**src/rtl/vgen_pkg.sv**
```systemverilog
// Shared types and default 640x480 timing for the video pattern generator.
// The optional moving-bar overlay is enabled by defining VGEN_MOVING_BAR_EN.
package vgen_pkg;
    localparam int CNT_W = 12;

    localparam int DEF_H_ACTIVE = 640;
    localparam int DEF_H_FP     = 16;
    localparam int DEF_H_SYNC   = 96;
    localparam int DEF_H_TOTAL  = 800;
    localparam int DEF_V_ACTIVE = 480;
    localparam int DEF_V_FP     = 10;
    localparam int DEF_V_SYNC   = 2;
    localparam int DEF_V_TOTAL  = 525;

    typedef enum logic [1:0] {
        PAT_BARS   = 2'd0,
        PAT_GRAD   = 2'd1,
        PAT_CHECK  = 2'd2,
        PAT_BORDER = 2'd3
    } pat_e;
endpackage

```
**src/rtl/vgen_if.sv**
```systemverilog
// Control inputs and registered video outputs of the pattern generator.
// master: the generator; slave: whoever drives en/pattern_sel and consumes video.
interface vgen_if #(
    parameter int CW = 8
);
    logic                       en;
    logic [1:0]                 pattern_sel;
    logic                       draw_area;
    logic                       h_sync;
    logic                       v_sync;
    logic                       sof;
    logic [vgen_pkg::CNT_W-1:0] x;
    logic [vgen_pkg::CNT_W-1:0] y;
    logic [7:0]                 frame_cnt;
    logic [CW-1:0]              red;
    logic [CW-1:0]              green;
    logic [CW-1:0]              blue;

    modport master (
        input  en, pattern_sel,
        output draw_area, h_sync, v_sync, sof, x, y, frame_cnt, red, green, blue
    );

    modport slave (
        output en, pattern_sel,
        input  draw_area, h_sync, v_sync, sof, x, y, frame_cnt, red, green, blue
    );
endinterface

```
**src/rtl/vgen_pattern.sv**
```systemverilog
// Combinational test-pattern colour map: (cx, cy, pattern) -> RGB.
// Blanking and overlay are applied by the parent.
module vgen_pattern
    import vgen_pkg::*;
#(
    parameter int H_ACTIVE = DEF_H_ACTIVE,
    parameter int V_ACTIVE = DEF_V_ACTIVE,
    parameter int CW       = 8
) (
    input  logic [CNT_W-1:0] cx_i,
    input  logic [CNT_W-1:0] cy_i,
    input  pat_e             pat_i,
    output logic [CW-1:0]    red_o,
    output logic [CW-1:0]    green_o,
    output logic [CW-1:0]    blue_o
);
    localparam logic [CNT_W-1:0] BAR_W  = CNT_W'(H_ACTIVE / 8);
    localparam logic [CNT_W-1:0] H_LAST = CNT_W'(H_ACTIVE - 1);
    localparam logic [CNT_W-1:0] V_LAST = CNT_W'(V_ACTIVE - 1);

    logic [CNT_W-1:0] bar_idx;
    logic [2:0]       bar_inv;
    logic [CW-1:0]    grad_top;
    logic             white;

    always_comb begin
        bar_idx  = cx_i / BAR_W;
        // Inverting the bar index puts white first and black last.
        bar_inv  = (bar_idx > CNT_W'(7)) ? 3'd0 : 3'd7 - bar_idx[2:0];
        grad_top = CW'({cx_i[7:0], cx_i[7:0]} >> (16 - CW));
        white    = 1'b0;
        red_o    = '0;
        green_o  = '0;
        blue_o   = '0;
        case (pat_i)
            PAT_BARS: begin
                red_o   = {CW{bar_inv[2]}};
                green_o = {CW{bar_inv[1]}};
                blue_o  = {CW{bar_inv[0]}};
            end
            PAT_GRAD: begin
                red_o   = grad_top;
                green_o = grad_top;
                blue_o  = grad_top;
            end
            PAT_CHECK:  white = cx_i[5] ^ cy_i[5];
            PAT_BORDER: white = (cx_i == '0) || (cx_i == H_LAST) ||
                                (cy_i == '0) || (cy_i == V_LAST);
            default: ;
        endcase
        if (white) begin
            red_o   = '1;
            green_o = '1;
            blue_o  = '1;
        end
    end
endmodule

```
**src/rtl/video_pattern_gen.sv**
```systemverilog
// Raster timing generator with selectable test patterns; all outputs registered.
// Optional moving white bar overlay when VGEN_MOVING_BAR_EN is defined.
module video_pattern_gen
    import vgen_pkg::*;
#(
    parameter int H_ACTIVE = DEF_H_ACTIVE,
    parameter int H_FP     = DEF_H_FP,
    parameter int H_SYNC   = DEF_H_SYNC,
    parameter int H_TOTAL  = DEF_H_TOTAL,
    parameter int V_ACTIVE = DEF_V_ACTIVE,
    parameter int V_FP     = DEF_V_FP,
    parameter int V_SYNC   = DEF_V_SYNC,
    parameter int V_TOTAL  = DEF_V_TOTAL,
    parameter int HS_POL   = 1,
    parameter int VS_POL   = 1,
    parameter int CW       = 8
) (
    input logic    clk,
    input logic    rst,
    vgen_if.master bus
);
    if (H_ACTIVE + H_FP + H_SYNC > H_TOTAL) begin : g_bad_h
        $error("video_pattern_gen: horizontal timing exceeds H_TOTAL");
    end
    if (V_ACTIVE + V_FP + V_SYNC > V_TOTAL) begin : g_bad_v
        $error("video_pattern_gen: vertical timing exceeds V_TOTAL");
    end
    if (H_ACTIVE < 8) begin : g_bad_ha
        $error("video_pattern_gen: H_ACTIVE must be at least 8");
    end
    if (CW < 4 || CW > 12) begin : g_bad_cw
        $error("video_pattern_gen: CW must be within 4..12");
    end

    localparam logic [CNT_W-1:0] H_ACT  = CNT_W'(H_ACTIVE);
    localparam logic [CNT_W-1:0] V_ACT  = CNT_W'(V_ACTIVE);
    localparam logic [CNT_W-1:0] H_MAX  = CNT_W'(H_TOTAL - 1);
    localparam logic [CNT_W-1:0] V_MAX  = CNT_W'(V_TOTAL - 1);
    localparam logic [CNT_W-1:0] HS_BEG = CNT_W'(H_ACTIVE + H_FP);
    localparam logic [CNT_W-1:0] HS_END = CNT_W'(H_ACTIVE + H_FP + H_SYNC);
    localparam logic [CNT_W-1:0] VS_BEG = CNT_W'(V_ACTIVE + V_FP);
    localparam logic [CNT_W-1:0] VS_END = CNT_W'(V_ACTIVE + V_FP + V_SYNC);
    localparam logic             HS_ACT = (HS_POL != 0);
    localparam logic             VS_ACT = (VS_POL != 0);

    logic [CNT_W-1:0] cx_q, cy_q, cx_d, cy_d;
    pat_e             active_pat_q, pat_cur;
    logic             at_origin;
    logic             draw_d, h_sync_d, v_sync_d;
    logic             draw_area_q, h_sync_q, v_sync_q, sof_q;
    logic [CNT_W-1:0] x_q, y_q;
    logic [7:0]       frame_cnt_q, frame_cnt_d;
    logic [CW-1:0]    pat_r, pat_g, pat_b;
    logic [CW-1:0]    red_q, green_q, blue_q, red_d, green_d, blue_d;
    logic             force_white;

    vgen_pattern #(
        .H_ACTIVE (H_ACTIVE),
        .V_ACTIVE (V_ACTIVE),
        .CW       (CW)
    ) u_pattern (
        .cx_i    (cx_q),
        .cy_i    (cy_q),
        .pat_i   (pat_cur),
        .red_o   (pat_r),
        .green_o (pat_g),
        .blue_o  (pat_b)
    );

`ifdef VGEN_MOVING_BAR_EN
    logic [CNT_W-1:0] bar_x_q, bar_x_d, bar_pos_q, bar_cur;
    logic [CNT_W:0]   bar_end;

    // bar_x_q is the next frame's position; bar_pos_q holds the one being drawn.
    always_comb begin
        bar_cur = at_origin ? bar_x_q : bar_pos_q;
        bar_end = {1'b0, bar_cur} + (CNT_W + 1)'(16);
        bar_x_d = bar_x_q;
        if (at_origin) begin
            bar_x_d = (({1'b0, bar_x_q} + (CNT_W + 1)'(4)) >= {1'b0, H_ACT}) ?
                      '0 : bar_x_q + CNT_W'(4);
        end
        force_white = draw_d && (cx_q >= bar_cur) && ({1'b0, cx_q} < bar_end);
    end

    always_ff @(posedge clk) begin
        if (rst) begin
            bar_x_q   <= '0;
            bar_pos_q <= '0;
        end else if (bus.en) begin
            bar_x_q   <= bar_x_d;
            bar_pos_q <= bar_cur;
        end
    end
`else
    assign force_white = 1'b0;
`endif

    always_comb begin
        at_origin = (cx_q == '0) && (cy_q == '0);
        // The frame's pattern is taken at (0,0), so the first pixel already uses it.
        pat_cur   = at_origin ? pat_e'(bus.pattern_sel) : active_pat_q;

        cx_d = (cx_q == H_MAX) ? '0 : cx_q + CNT_W'(1);
        cy_d = cy_q;
        if (cx_q == H_MAX) begin
            cy_d = (cy_q == V_MAX) ? '0 : cy_q + CNT_W'(1);
        end

        draw_d      = (cx_q < H_ACT) && (cy_q < V_ACT);
        h_sync_d    = ((cx_q >= HS_BEG) && (cx_q < HS_END)) ? HS_ACT : ~HS_ACT;
        v_sync_d    = ((cy_q >= VS_BEG) && (cy_q < VS_END)) ? VS_ACT : ~VS_ACT;
        frame_cnt_d = at_origin ? frame_cnt_q + 8'd1 : frame_cnt_q;

        red_d   = '0;
        green_d = '0;
        blue_d  = '0;
        if (draw_d) begin
            red_d   = force_white ? '1 : pat_r;
            green_d = force_white ? '1 : pat_g;
            blue_d  = force_white ? '1 : pat_b;
        end
    end

    // Output stage: everything describes the counter state of the previous enabled cycle.
    always_ff @(posedge clk) begin
        if (rst) begin
            cx_q         <= '0;
            cy_q         <= '0;
            active_pat_q <= PAT_BARS;
            draw_area_q  <= 1'b0;
            h_sync_q     <= ~HS_ACT;
            v_sync_q     <= ~VS_ACT;
            sof_q        <= 1'b0;
            x_q          <= '0;
            y_q          <= '0;
            frame_cnt_q  <= '0;
            red_q        <= '0;
            green_q      <= '0;
            blue_q       <= '0;
        end else if (bus.en) begin
            cx_q         <= cx_d;
            cy_q         <= cy_d;
            active_pat_q <= pat_cur;
            draw_area_q  <= draw_d;
            h_sync_q     <= h_sync_d;
            v_sync_q     <= v_sync_d;
            sof_q        <= at_origin;
            x_q          <= cx_q;
            y_q          <= cy_q;
            frame_cnt_q  <= frame_cnt_d;
            red_q        <= red_d;
            green_q      <= green_d;
            blue_q       <= blue_d;
        end
    end

    assign bus.draw_area = draw_area_q;
    assign bus.h_sync    = h_sync_q;
    assign bus.v_sync    = v_sync_q;
    assign bus.sof       = sof_q;
    assign bus.x         = x_q;
    assign bus.y         = y_q;
    assign bus.frame_cnt = frame_cnt_q;
    assign bus.red       = red_q;
    assign bus.green     = green_q;
    assign bus.blue      = blue_q;
endmodule
```
**src/flat_wrapper.sv**
```systemverilog
// flat-port wrapper written by rule: the top's interface ports become plain ports
module video_pattern_gen_flat import vgen_pkg::*;
#(
    parameter int H_ACTIVE = DEF_H_ACTIVE,
    parameter int H_FP     = DEF_H_FP,
    parameter int H_SYNC   = DEF_H_SYNC,
    parameter int H_TOTAL  = DEF_H_TOTAL,
    parameter int V_ACTIVE = DEF_V_ACTIVE,
    parameter int V_FP     = DEF_V_FP,
    parameter int V_SYNC   = DEF_V_SYNC,
    parameter int V_TOTAL  = DEF_V_TOTAL,
    parameter int HS_POL   = 1,
    parameter int VS_POL   = 1,
    parameter int CW       = 8
)
  (clk, rst, bus_en, bus_pattern_sel, bus_draw_area, bus_h_sync, bus_v_sync, bus_sof, bus_x, bus_y, bus_frame_cnt, bus_red, bus_green, bus_blue);
  vgen_if #(.CW(CW)) bus_i ();
  input logic clk;
  input logic rst;
  input wire logic [$bits(bus_i.en)-1:0] bus_en;
  input wire logic [$bits(bus_i.pattern_sel)-1:0] bus_pattern_sel;
  output wire logic [$bits(bus_i.draw_area)-1:0] bus_draw_area;
  output wire logic [$bits(bus_i.h_sync)-1:0] bus_h_sync;
  output wire logic [$bits(bus_i.v_sync)-1:0] bus_v_sync;
  output wire logic [$bits(bus_i.sof)-1:0] bus_sof;
  output wire logic [$bits(bus_i.x)-1:0] bus_x;
  output wire logic [$bits(bus_i.y)-1:0] bus_y;
  output wire logic [$bits(bus_i.frame_cnt)-1:0] bus_frame_cnt;
  output wire logic [$bits(bus_i.red)-1:0] bus_red;
  output wire logic [$bits(bus_i.green)-1:0] bus_green;
  output wire logic [$bits(bus_i.blue)-1:0] bus_blue;
  assign bus_i.en = bus_en;
  assign bus_i.pattern_sel = bus_pattern_sel;
  assign bus_draw_area = bus_i.draw_area;
  assign bus_h_sync = bus_i.h_sync;
  assign bus_v_sync = bus_i.v_sync;
  assign bus_sof = bus_i.sof;
  assign bus_x = bus_i.x;
  assign bus_y = bus_i.y;
  assign bus_frame_cnt = bus_i.frame_cnt;
  assign bus_red = bus_i.red;
  assign bus_green = bus_i.green;
  assign bus_blue = bus_i.blue;
  video_pattern_gen #(.H_ACTIVE(H_ACTIVE), .H_FP(H_FP), .H_SYNC(H_SYNC), .H_TOTAL(H_TOTAL), .V_ACTIVE(V_ACTIVE), .V_FP(V_FP), .V_SYNC(V_SYNC), .V_TOTAL(V_TOTAL), .HS_POL(HS_POL), .VS_POL(VS_POL), .CW(CW)) u_core (.clk(clk), .rst(rst), .bus(bus_i));
endmodule
```
**config.mk**
```make
export PLATFORM = sky130hd
export DESIGN_NAME = video_pattern_gen_flat
export DESIGN_NICKNAME = d
export VERILOG_FILES = /design/src/rtl/vgen_pkg.sv /design/src/rtl/vgen_if.sv /design/src/rtl/vgen_pattern.sv /design/src/rtl/video_pattern_gen.sv /design/src/flat_wrapper.sv
export SDC_FILE = /design/constraint.sdc
export NUM_CORES = 1
export LEC_CHECK = 0
export ABC_AREA = 0
export BUFFER_PORTS_ARGS = -buffer_cell sky130_fd_sc_hd__clkbuf_2
export CAP_MARGIN = 30
export CORE_MARGIN = 1.5
export CORE_UTILIZATION = 55
export DETAILED_ROUTE_END_ITERATION = 8
export PLACE_DENSITY = 0.77
export SYNTH_ARGS = -nofsm -noshare
export SYNTH_HDL_FRONTEND = slang
export SYNTH_HIERARCHICAL = 1
export SYNTH_SLANG_ARGS = --single-unit
export TNS_END_PERCENT = 5
```
**constraint.sdc**
```tcl
create_clock -name clk -period 3.3 [get_ports clk]
set_input_delay 0.66 -clock clk [delete_from_list [all_inputs] [get_ports clk]]
set_output_delay 0.66 -clock clk [all_outputs]
set_load 0.01 [all_outputs]
```
Word level (Yosys, flattened, before mapping):

Index checks and enable logic that the tools add are counted.

* register bits after elaboration: 86
* input port bits: 5
* word-level logic and storage cells: 61

* $add $sub $neg: 4
* div/mod/pow operators: 1
* magnitude comparators: 7
* eq/ne operators: 7
* muxes and demuxes: 16
* bitwise logic cells: 1
* reduce and logical (&&, ||, !) cells: 12

Operators with widths (count)
* $mux W8: 6
* $pmux W8 S2: 3
* $eq A12 B10 Y1 const B: 3
* $add A12 B1 Y12 const B: 2
* $logic_not A12 Y1: 2
* $lt A12 B10 Y1 const B: 2
* $lt A12 B9 Y1 const B: 2
* $mux W12: 2
* $div A12 B7 Y12 const B: 1
* $eq A12 B9 Y1 const B: 1
* $ge A12 B10 Y1 const B: 1
* $ge A12 B9 Y1 const B: 1
* $gt A12 B3 Y1 const B: 1
* $add A8 B1 Y8 const B: 1
* $eq A2 B2 Y1 const B: 2
* $logic_and A1 B1 Y1: 4
* $reduce_and A2 Y1: 2
* $logic_or A1 B1 Y1: 3
* $mux W3: 1
* $sub A3 B3 Y3 const A: 1
* $eq A2 B1 Y1 const B: 1
* $logic_not A2 Y1: 1
* $mux W1: 2
* $mux W2: 1
* other kinds (2): 2

Longest topological paths before layout:

Gate-level depths: netlist of the first run.

* depth in word-level cells: 7
* mapped depth: 13

By module:

Netlist of the first run, hierarchy kept.

By module, submodules not included
* video_pattern_gen: instances 1, cells an instance 389, area each 3614.7 sq um, sequential area each 1721.7 sq um
* vgen_pattern: instances 1, cells an instance 137, area each 852.1 sq um, sequential area each 0.0 sq um

Worst setup path after synthesis of the first run:

OpenSTA, ideal clock, no wires.

* path type: reg2reg
* from: register u_core.cx_q[0]
* to: register u_core.blue_q[4] (netlist: u_core/bus.blue[4])
* setup time: 0.065 ns
* data arrival time: 2.870 ns
* data required time: 3.235 ns
* path slack: 0.365 ns
* stages on the path, launching flop included: 13
* period minus slack after synthesis: 2.935 ns
* path through: dfxtp_1 > inv_1 > ha_1 > nor4b_2 > and3_1 > nand3b_1 > mux2_2 > or3_1 > a2111oi_4 > o41ai_4 > a22oi_1 > a22oi_1 > nor2_1

* cells in the longest elaborated chain, start to end: 7
* elaborated cells on any way between the ends: 21

Ends and longest elaborated chain
* from (decl): RTL line video_pattern_gen.sv:46 `logic [CNT_W-1:0] cx_q, cy_q, cx_d, cy_d;`
* from (signal assigned): RTL line video_pattern_gen.sv:128 `cx_q <= '0;`
* from (signal assigned): RTL line video_pattern_gen.sv:142 `cx_q <= cx_d;`
* $logic_not A12 Y1 *: RTL line video_pattern_gen.sv:100 `at_origin = (cx_q == '0) && (cy_q == '0);`
* $logic_and A1 B1 Y1 *: RTL line video_pattern_gen.sv:100
* $mux W2 *: RTL line video_pattern_gen.sv:102 `pat_cur = at_origin ? pat_e'(bus.pattern_sel) : active_pat_q;`
* via u_core.pat_cur[0]: RTL line video_pattern_gen.sv:47 `pat_e active_pat_q, pat_cur;`
* $eq A2 B1 Y1 (tied with other cells): RTL line vgen_pattern.sv:35 `case (pat_i)`
* $pmux W8 S2 or $pmux W1 S2 (tied branches): RTL line vgen_pattern.sv:35
* $mux W8 *: RTL line vgen_pattern.sv:51 `if (white) begin`
* via u_core.pat_b[4]: RTL line video_pattern_gen.sv:53 `logic [CW-1:0] pat_r, pat_g, pat_b;`
* $mux W8 *: RTL line video_pattern_gen.sv:118 `if (draw_d) begin`
* to (signal assigned): RTL line video_pattern_gen.sv:154 `blue_q <= blue_d;`
* to (decl): RTL line video_pattern_gen.sv:54 `logic [CW-1:0] red_q, green_q, blue_q, red_d, green_d, blue_d;`

The timed path passes the listed nets; every way through them passes the cells marked *.
A chain may end at the register's enable or synchronous reset.

Worst setup path after layout of the first run:

* from: register u_core.cy_q[1]
* to: register u_core.blue_q[1] (netlist: u_core/bus.blue[1])

* cells in the longest elaborated chain, start to end: 7
* elaborated cells on any way between the ends: 16

Ends and longest elaborated chain
* from (decl): RTL line video_pattern_gen.sv:46
* from (signal assigned): RTL line video_pattern_gen.sv:143 `cy_q <= cy_d;`
* $logic_not A12 Y1 *: RTL line video_pattern_gen.sv:100
* $logic_and A1 B1 Y1 *: RTL line video_pattern_gen.sv:100
* $mux W2 *: RTL line video_pattern_gen.sv:102
* via u_core.pat_cur[0]: RTL line video_pattern_gen.sv:47
* $eq A2 B1 Y1 (tied with other cells): RTL line vgen_pattern.sv:35
* $pmux W8 S2 or $pmux W1 S2 (tied branches): RTL line vgen_pattern.sv:35
* $mux W8 *: RTL line vgen_pattern.sv:51
* via u_core.pat_b[1]: RTL line video_pattern_gen.sv:53
* $mux W8 *: RTL line video_pattern_gen.sv:118

Marked as above.

==> out/results.txt, run 1 <==
The power share of the clock group was 36.0%; the fmax was 324 MHz. Largest net degree at the start of global routing: 39. The logs give 3600 ps for the data required time of the critical path and 65 for the boundary pin count.

For the internal cell power, the log shows 1.65 mW. Traced cell by cell, the critical path runs through inv_1 > ha_1 > nor2b_1 > and4_1 > nand3b_1 > mux2_2 > or3_1 > a2111oi_4 > o41ai_4 > a22oi_1 > a22oi_1 > nor2_1. The worst setup path is launched from a flop. In this run the worst path has a maximum fanout of 8.

Input and output buffers added on the ports amount to 64. The final routed wirelength across all metal layers came out at 11800 microns. After layout, the worst setup slack is 215 ps. Launch instance of the worst register-to-register path: u_core/cy_q[1]$_SDFFE_PP0P_. The run gives 0 as the antenna violation net count after detailed routing. In this run, flip-flops and latches consume 48.6% of the power. The synthesized area per cell was 8.49 sq um; the biggest cell delay along the critical path was 450 ps. The layout has 684 filler cells. TritonCTS built the clock tree.

After detailed routing, the number of remaining DRC violations is 0. The first routing iteration left 407 violations. The H-tree generated during clock tree synthesis spans 3 levels.

For the worst-skew pair, the clock arrives at the later sink with an insertion delay of 370 ps. Relative to the synthesized area, the layout overhead comes to 15.9%. The fraction of power spent switching nets was 27.7%; the share of layout cells above drive strength 1 was 21.7%. The detail-routed net length per standard cell works out to 16.9 microns. The cell sitting at the root of the clock tree is a clkbuf_8. From left edge to right edge, the die measures 93.1 microns. The run gives 86 as the total clock sinks. Clock-pin slew was measured on the worst setup and hold paths at 80 ps. The number of flip-flops and latches in the synthesized netlist is 86. Leaving out fill and tap cells, the most frequent cell in the layout is dfxtp_1. For the starting utilization of the core area, the log shows 57.2%. The flow ran to the end, and the final reports show no timing, DRC or antenna violations. The routed layout has 4321 vias. During synthesis, Yosys emitted a total of 6 warnings. Counting flops with a built-in enable in the synthesized netlist gives 0.

The max-slew violation count was 0; the post-route total power was 2.28 mW. Max-cap violations in this run came to 0. For this design, the slowest cell found on the critical path is or3_1. Headroom to the max-slew limit came out at 39.9%. The endpoint of the worst register-to-register path was u_core/bus.blue[1]$_SDFFE_PP0P_.

The number of nets in the layout came out at 600. Global routing finished with a remaining overflow of 0. The number of detailed-route iterations in the first pass came out at 5. Counting every net in the synthesized netlist gives 536. Type of the worst min-delay path: reg -> reg. Combinational cells account for 15.4% of the total power. The number of unique standard cell types used by synthesis was 65; the peak supply drop was 0.205 mV.

The core region is 7810 sq um. The final weighted congestion in routability-driven placement is 0.837. Global routing used 27.9% of the available tracks. For the number of diodes added for antenna fixing, the log shows 0. At the pin with the least slew margin, the transition time is 901 ps. The logs give 0 ps for the final sum of negative setup slack and 526 for the synthesized netlist cell count.

Start-to-end type of the worst setup path: reg -> reg. Before CTS, the worst setup slack after placement is 147 ps. The via count of the first global-routing pass is 3938. The number of hold-slack violations in the final timing report is 0, and the switching component of the power is 0.630 mW. Detailed placement finished with a half-perimeter wire length of 7840 microns. The power density over the cells is 440 nW/um^2, and the maximum number of buffers from clock root to sink is 2. The floorplan has 32 rows.

The top cell types in the final layout, fill and taps aside, are dfxtp_1, nor2_1, clkbuf_2. Endpoint of the worst hold-timing path: u_core/bus.sof$_SDFFE_PP0P_. The internal reg-to-reg setup slack came out at 210 ps. The via count normalized by instance count was 6.20.

The vertical die dimension is 93.1 microns, and the setup clock skew after layout is 13.6 ps. The worst setup path is captured at a flop. Along the worst hold path, the cell count comes to 2. The cell area that synthesis handed to floorplanning was 4470 sq um.

The share of flip-flops with an asynchronous set or reset came out at 0%. The first-pass GRT wire length was 19200 microns. The minimum clock period after layout is 3090 ps. The worst hold path begins at u_core/bus.sof$_SDFFE_PP0P_.

The die covers 8670 sq um. Number of buffers inserted during clock tree synthesis: 9. The worst path uses 93.5% of the clock period. Sequential cells were found to cover 38.5% of the synthesized design area.

The signal arrival time at the worst endpoint was 3390 ps. The initial antenna violation count is 0, and the count of final setup violators is 0. For this design the static power due to leakage is 2.11 nW. The cell that appears most often on the critical path is a22oi_1.

Measured in cells, the most critical reg-to-reg path has a length of 12. Among all flip-flop cells after synthesis, the most frequent one is dfxtp_1.
## registers in the layout, summed over array words and instances, names as in the netlist
name,flops
u_core/active_pat_q,2
u_core/bus.blue,8
u_core/bus.draw_area,1
u_core/bus.frame_cnt,8
u_core/bus.green,8
u_core/bus.h_sync,1
u_core/bus.red,8
u_core/bus.sof,1
u_core/bus.v_sync,1
u_core/bus.x,12
u_core/bus.y,12
u_core/cx_q,12
u_core/cy_q,12
## what timing repair did
| item | 4_1_cts | 5_1_grt |
|---|---|---|
| setup buffers | 0 | 1 |
| resized for setup | 0 | 3 |
| endpoints found under the setup margin | 0 | 9 |
| hold buffers | 0 | 0 |
## logic make-up after synthesis
group,synth area share (%)
multiplexers,5.88
adder cells (fa/ha/maj),1.40
AND/OR/NAND/NOR,28.1
flip-flops,38.5
AO/OA/AOI/OAI,18.8
buffers and inverters,4.76
XOR/XNOR,2.55
## worst max-delay path, delay by kind of cell, from the launching register on
family          cells  cell delay (ps)
compound gates      4              860
fa+ha+maj           1              170
buf+inv             1               70
flops               1              440
mux                 1              390
simple gates        5             1080
## layer usage
metal	part of all wire (%)	track usage, %
met5	0	0
met4	2.0	13.5
met3	6.6	3.82
met2	46	43.9
met1	45	37.7
## layout make-up
class	instances	area (sq um)	share of cell area, %
clock buffer	10	128	2.47
timing repair buffer	91	523	10.1
inverter	12	45.0	0.870
clock inverter	6	86.3	1.67
tap	102	128	2.47
multi-input combinational	390	2540	49.1
sequential	86	1720	33.3
## per-stage QoR
step                hold WS (ps)  instance area [sq um]  util [%]  std cells
floorplan                    446                   4470         -        526
global placement             455                   4940      63.3        680
detailed placement           457                   4940      63.3        680
CTS                          469                   5160      66.0        696
global route                 485                   5170      66.3        697
finish                       469                   5170      66.3        697
## synth_stat cells (all sizes together) (12+ instances only)
cell type  number  area (sq um)
dfxtp          86          1720
inv            12          45.0
clkbuf         23          87.6
nand2          36           135
o21ai          14          70.1
nand4          20           146
buf            15          80.1
nor2           73           274
a22oi          34           255
nand3          15          75.1
mux2i          24           240
a21oi          47           243
## power groups by stage
stage / clock network (mW) / registers, mW / logic (mW)
floorplan: 0 / 1.15 / 0.218
global placement: 0 / 1.13 / 0.330
detailed placement: 0 / 1.13 / 0.339
CTS: 0.830 / 1.11 / 0.340
global route: 0.875 / 1.11 / 0.385
finish: 0.820 / 1.11 / 0.351
## worst max path at each step
| stage | start | endpoint | slack (ps) | cells after the start |
|---|---|---|---|---|
| 6_report | u_core/cy_q[1]$_SDFFE_PP0P_ | u_core/bus.blue[1]$_SDFFE_PP0P_ | 210 | 12 |
| 2_1_floorplan | u_core/cx_q[0]$_SDFFE_PP0P_ | u_core/bus.blue[4]$_SDFFE_PP0P_ | 370 | 12 |
| 3_3_place_gp | u_core/cy_q[0]$_SDFFE_PP0P_ | u_core/bus.blue[7]$_SDFFE_PP0P_ | 290 | 12 |
| 3_5_place_dp | u_core/cy_q[0]$_SDFFE_PP0P_ | u_core/bus.blue[4]$_SDFFE_PP0P_ | 150 | 12 |
| 5_1_grt | u_core/cy_q[1]$_SDFFE_PP0P_ | u_core/bus.blue[1]$_SDFFE_PP0P_ | -6 | 12 |
| 4_1_cts | u_core/cy_q[0]$_SDFFE_PP0P_ | u_core/bus.blue[1]$_SDFFE_PP0P_ | 140 | 12 |
(Power assumes the default switching activity.)
==> inputs of run 2 (changes only) <==
Settings changed: CTS_BUF_LIST from default to sky130_fd_sc_hd__clkbuf_2 sky130_fd_sc_hd__clkbuf_4 sky130_fd_sc_hd__clkbuf_8.
==> run 2 against run 1 <==
Against the previous run:
- die area did not move
- maximum frequency fell by 1.3%
- sequential power barely moved
- non-clock buffer count did not move
- clock power rose by 0.6%
- cell count did not move
- sequential share of layout area barely moved
- first-iteration DRC count rose by 3.7%
- design area barely moved
==> out/results.txt, run 2 (synthesis results as in run 1) <==
Endpoint of the worst hold-timing path: u_core/bus.sof$_SDFFE_PP0P_. In the finished design, the share of the clock period the worst path needs comes to 94.7%. The worst hold path was traced through 2 stages.

The routed design has 11800 microns of wire. TritonCTS built the clock tree. The final layout contains 600 nets. The die is 93.1 microns wide.

The minimum clock period after layout was 3130 ps. Once layout is complete, the cells apart from fillers number 697. Clock tree synthesis found a total of 86 sinks.

The tools report the setup clock skew after layout as 12.3 ps. Once detailed placement completed, the half-perimeter wirelength came to 7840 microns. The peak supply drop was 0.205 mV; the detail-routed net length per standard cell was 16.9 microns. For this run, the detailed router's first-pass iteration total came to 5. Element type at the critical path end: a flop. In the layout the commonest cells are dfxtp_1, nor2_1, clkbuf_2.

In this run the remaining antenna-violating nets after routing total 0. For the largest net degree at the start of global routing, the log shows 39. The area growth from synthesis to layout is 15.9%. The area taken by flip-flops and latches is 1720 sq um, and the maximum number of buffers from clock root to sink is 2. The final weighted congestion in routability-driven placement was 0.837; the first-pass GRT wire length was 19200 microns.

The region available for standard cell placement spans 7810 sq um. The tools report the starting utilization of the core area as 57.2%. The critical path is of the reg -> reg type. Among the stages of the critical path, the cell type that occurs most often is a22oi_1. The leakage power came out at 2.11 nW. The library cell used most frequently in the layout, excluding fill and tap cells, is dfxtp_1. The total of max-cap violations was 0. The run gives 0 as the DRC violation count after routing. The cell family with the largest share of critical-path delay was simple AND/OR/NAND/NOR gates. The biggest cell delay along the critical path came out at 460 ps.

Quantity of hold-fixing buffers added after cts: 0. The worst register-to-register path begins at u_core/cy_q[1]$_SDFFE_PP0P_. The tools report the number of hold-slack violations in the final timing report as 0. The worst setup path is launched from a flop.

Clock-pin slew was measured on the worst setup and hold paths at 80 ps. The logs give 32 for the floorplan row count and 3 for the H-tree depth reported by CTS. The max-slew violation count came out at 0. The power density over the cells was 441 nW/um^2; the clock latency reported for the late side of the worst-skew pair was 370 ps. The flow ran to the end, and the final reports show no timing, DRC or antenna violations. The tools report the boundary pin count as 65. Count of placed standard cells including taps: 680.

The area of the multi-input gates came out at 2540 sq um. Measured along the y axis, the die boundary spans 93.1 microns. The critical path goes through inv_1 > ha_1 > nor2b_1 > and4_1 > nand3b_1 > mux2_2 > or3_1 > a2111oi_4 > o41ai_4 > a22oi_1 > a22oi_1 > nor2_1. The type of the worst min-delay path is reg -> reg.

The pin slew with the least headroom to its limit came out at 910 ps. Setup violations remaining at the end of the flow were counted as 0. Buffers placed on the I/O ports in this run total 64. 0 antenna diodes ended up in the layout. The fmax is 320 MHz. The total via count after detailed routing was 4314. After detailed routing, the number of vias per cell comes to 6.19.

The tree is rooted in a clkbuf_8. The slowest stage of the critical path is the or3_1 cell. Data arrives at the worst endpoint at 3430 ps. The share of layout cells above drive strength 1 came out at 21.8%.

Global routing used 27.9% of the available tracks. The logs give 3942 for the via count of the first global-routing pass and 9 for the number of buffers inserted during clock tree synthesis. The global-route congestion overflow total was 0. The worst register-to-register path has a depth of 12. Die area: 8670 sq um. Across all register-to-register paths, the minimum setup slack is 170 ps.

For this block, the initial DRC count from the detailed router was 422. The worst pin sits at a relative slew slack of 39.3%. The worst hold path begins at u_core/bus.sof$_SDFFE_PP0P_.

The worst register-to-register path ends at u_core/bus.blue[1]$_SDFFE_PP0P_. Counting the fill cells in the layout gives 684. The final sum of negative setup slack is 0 ps, and the largest driver fanout on the critical path is 8. The number of buffer and inverter instances along the worst setup path works out to 1. The initial antenna violation count was 0.

Data required time of the critical path: 3600 ps.
## run 2: what timing repair did
action | 4_1_cts | 5_1_grt
setup buffers | 0 | 1
setup endpoints to repair | 0 | 9
resized for setup | 0 | 3
## run 2: power breakdown
| part | total (mW) | switching (mW) | internal (mW) |
|---|---|---|---|
| clock | 0.825 | 0.392 | 0.434 |
| sequential | 1.11 | 0.0261 | 1.08 |
| combinational | 0.352 | 0.210 | 0.142 |
| total | 2.28 | 0.628 | 1.66 |
## run 2: area by class of cell
class,count,share of cell area (%)
clock buffer,10,2.54
sequential,86,33.3
timing repair buffer,91,10.1
inverter,12,0.870
clock inverter,6,1.67
multi-input combinational,390,49.1
tap,102,2.46
## run 2: how the worst max path moves through the flow
stage	start	endpoint	slack, ps	cells after the start
6_report	u_core/cy_q[1]$_SDFFE_PP0P_	u_core/bus.blue[1]$_SDFFE_PP0P_	170	12
5_1_grt	u_core/cy_q[1]$_SDFFE_PP0P_	u_core/bus.blue[1]$_SDFFE_PP0P_	-6	12
4_1_cts	u_core/cy_q[0]$_SDFFE_PP0P_	u_core/bus.blue[1]$_SDFFE_PP0P_	140	12
3_5_place_dp	u_core/cy_q[0]$_SDFFE_PP0P_	u_core/bus.blue[4]$_SDFFE_PP0P_	150	12
3_3_place_gp	u_core/cy_q[0]$_SDFFE_PP0P_	u_core/bus.blue[7]$_SDFFE_PP0P_	290	12
2_1_floorplan	u_core/cx_q[0]$_SDFFE_PP0P_	u_core/bus.blue[4]$_SDFFE_PP0P_	370	12
## run 2: worst register-to-register path: cells and delay by family, from the launching register on
family	cells	cell delay (ps)
muxes	1	390
buffers and inverters	1	70
and+or+nand+nor	5	1090
AOI/OAI and AO/OA	4	900
DFF	1	440
adders and majority gates	1	180
## run 2: per-stage QoR
step                      utilization (%)  cell area, sq um  total power [mW]  hold slack [ps]  worst slack (ps)
after floorplan                         -              4470              1.37              446               365
after global placement               63.3              4940              1.46              455               286
final                                66.3              5180              2.28              470               174
after global routing                 66.3              5180              2.38              485             -5.59
after CTS                            66.1              5160              2.28              469               136
after detailed placement             63.3              4940              1.47              457               147
## run 2: routing by layer
metal / share of wire [%] / global-route usage (%) / vias to the layer above
met5: 0 / 0 / -
met4: 2.1 / 13.5 / 0
met1: 46 / 37.7 / 2052
met3: 6.4 / 3.82 / 21
li1: - / - / 2052
met2: 46 / 43.9 / 189
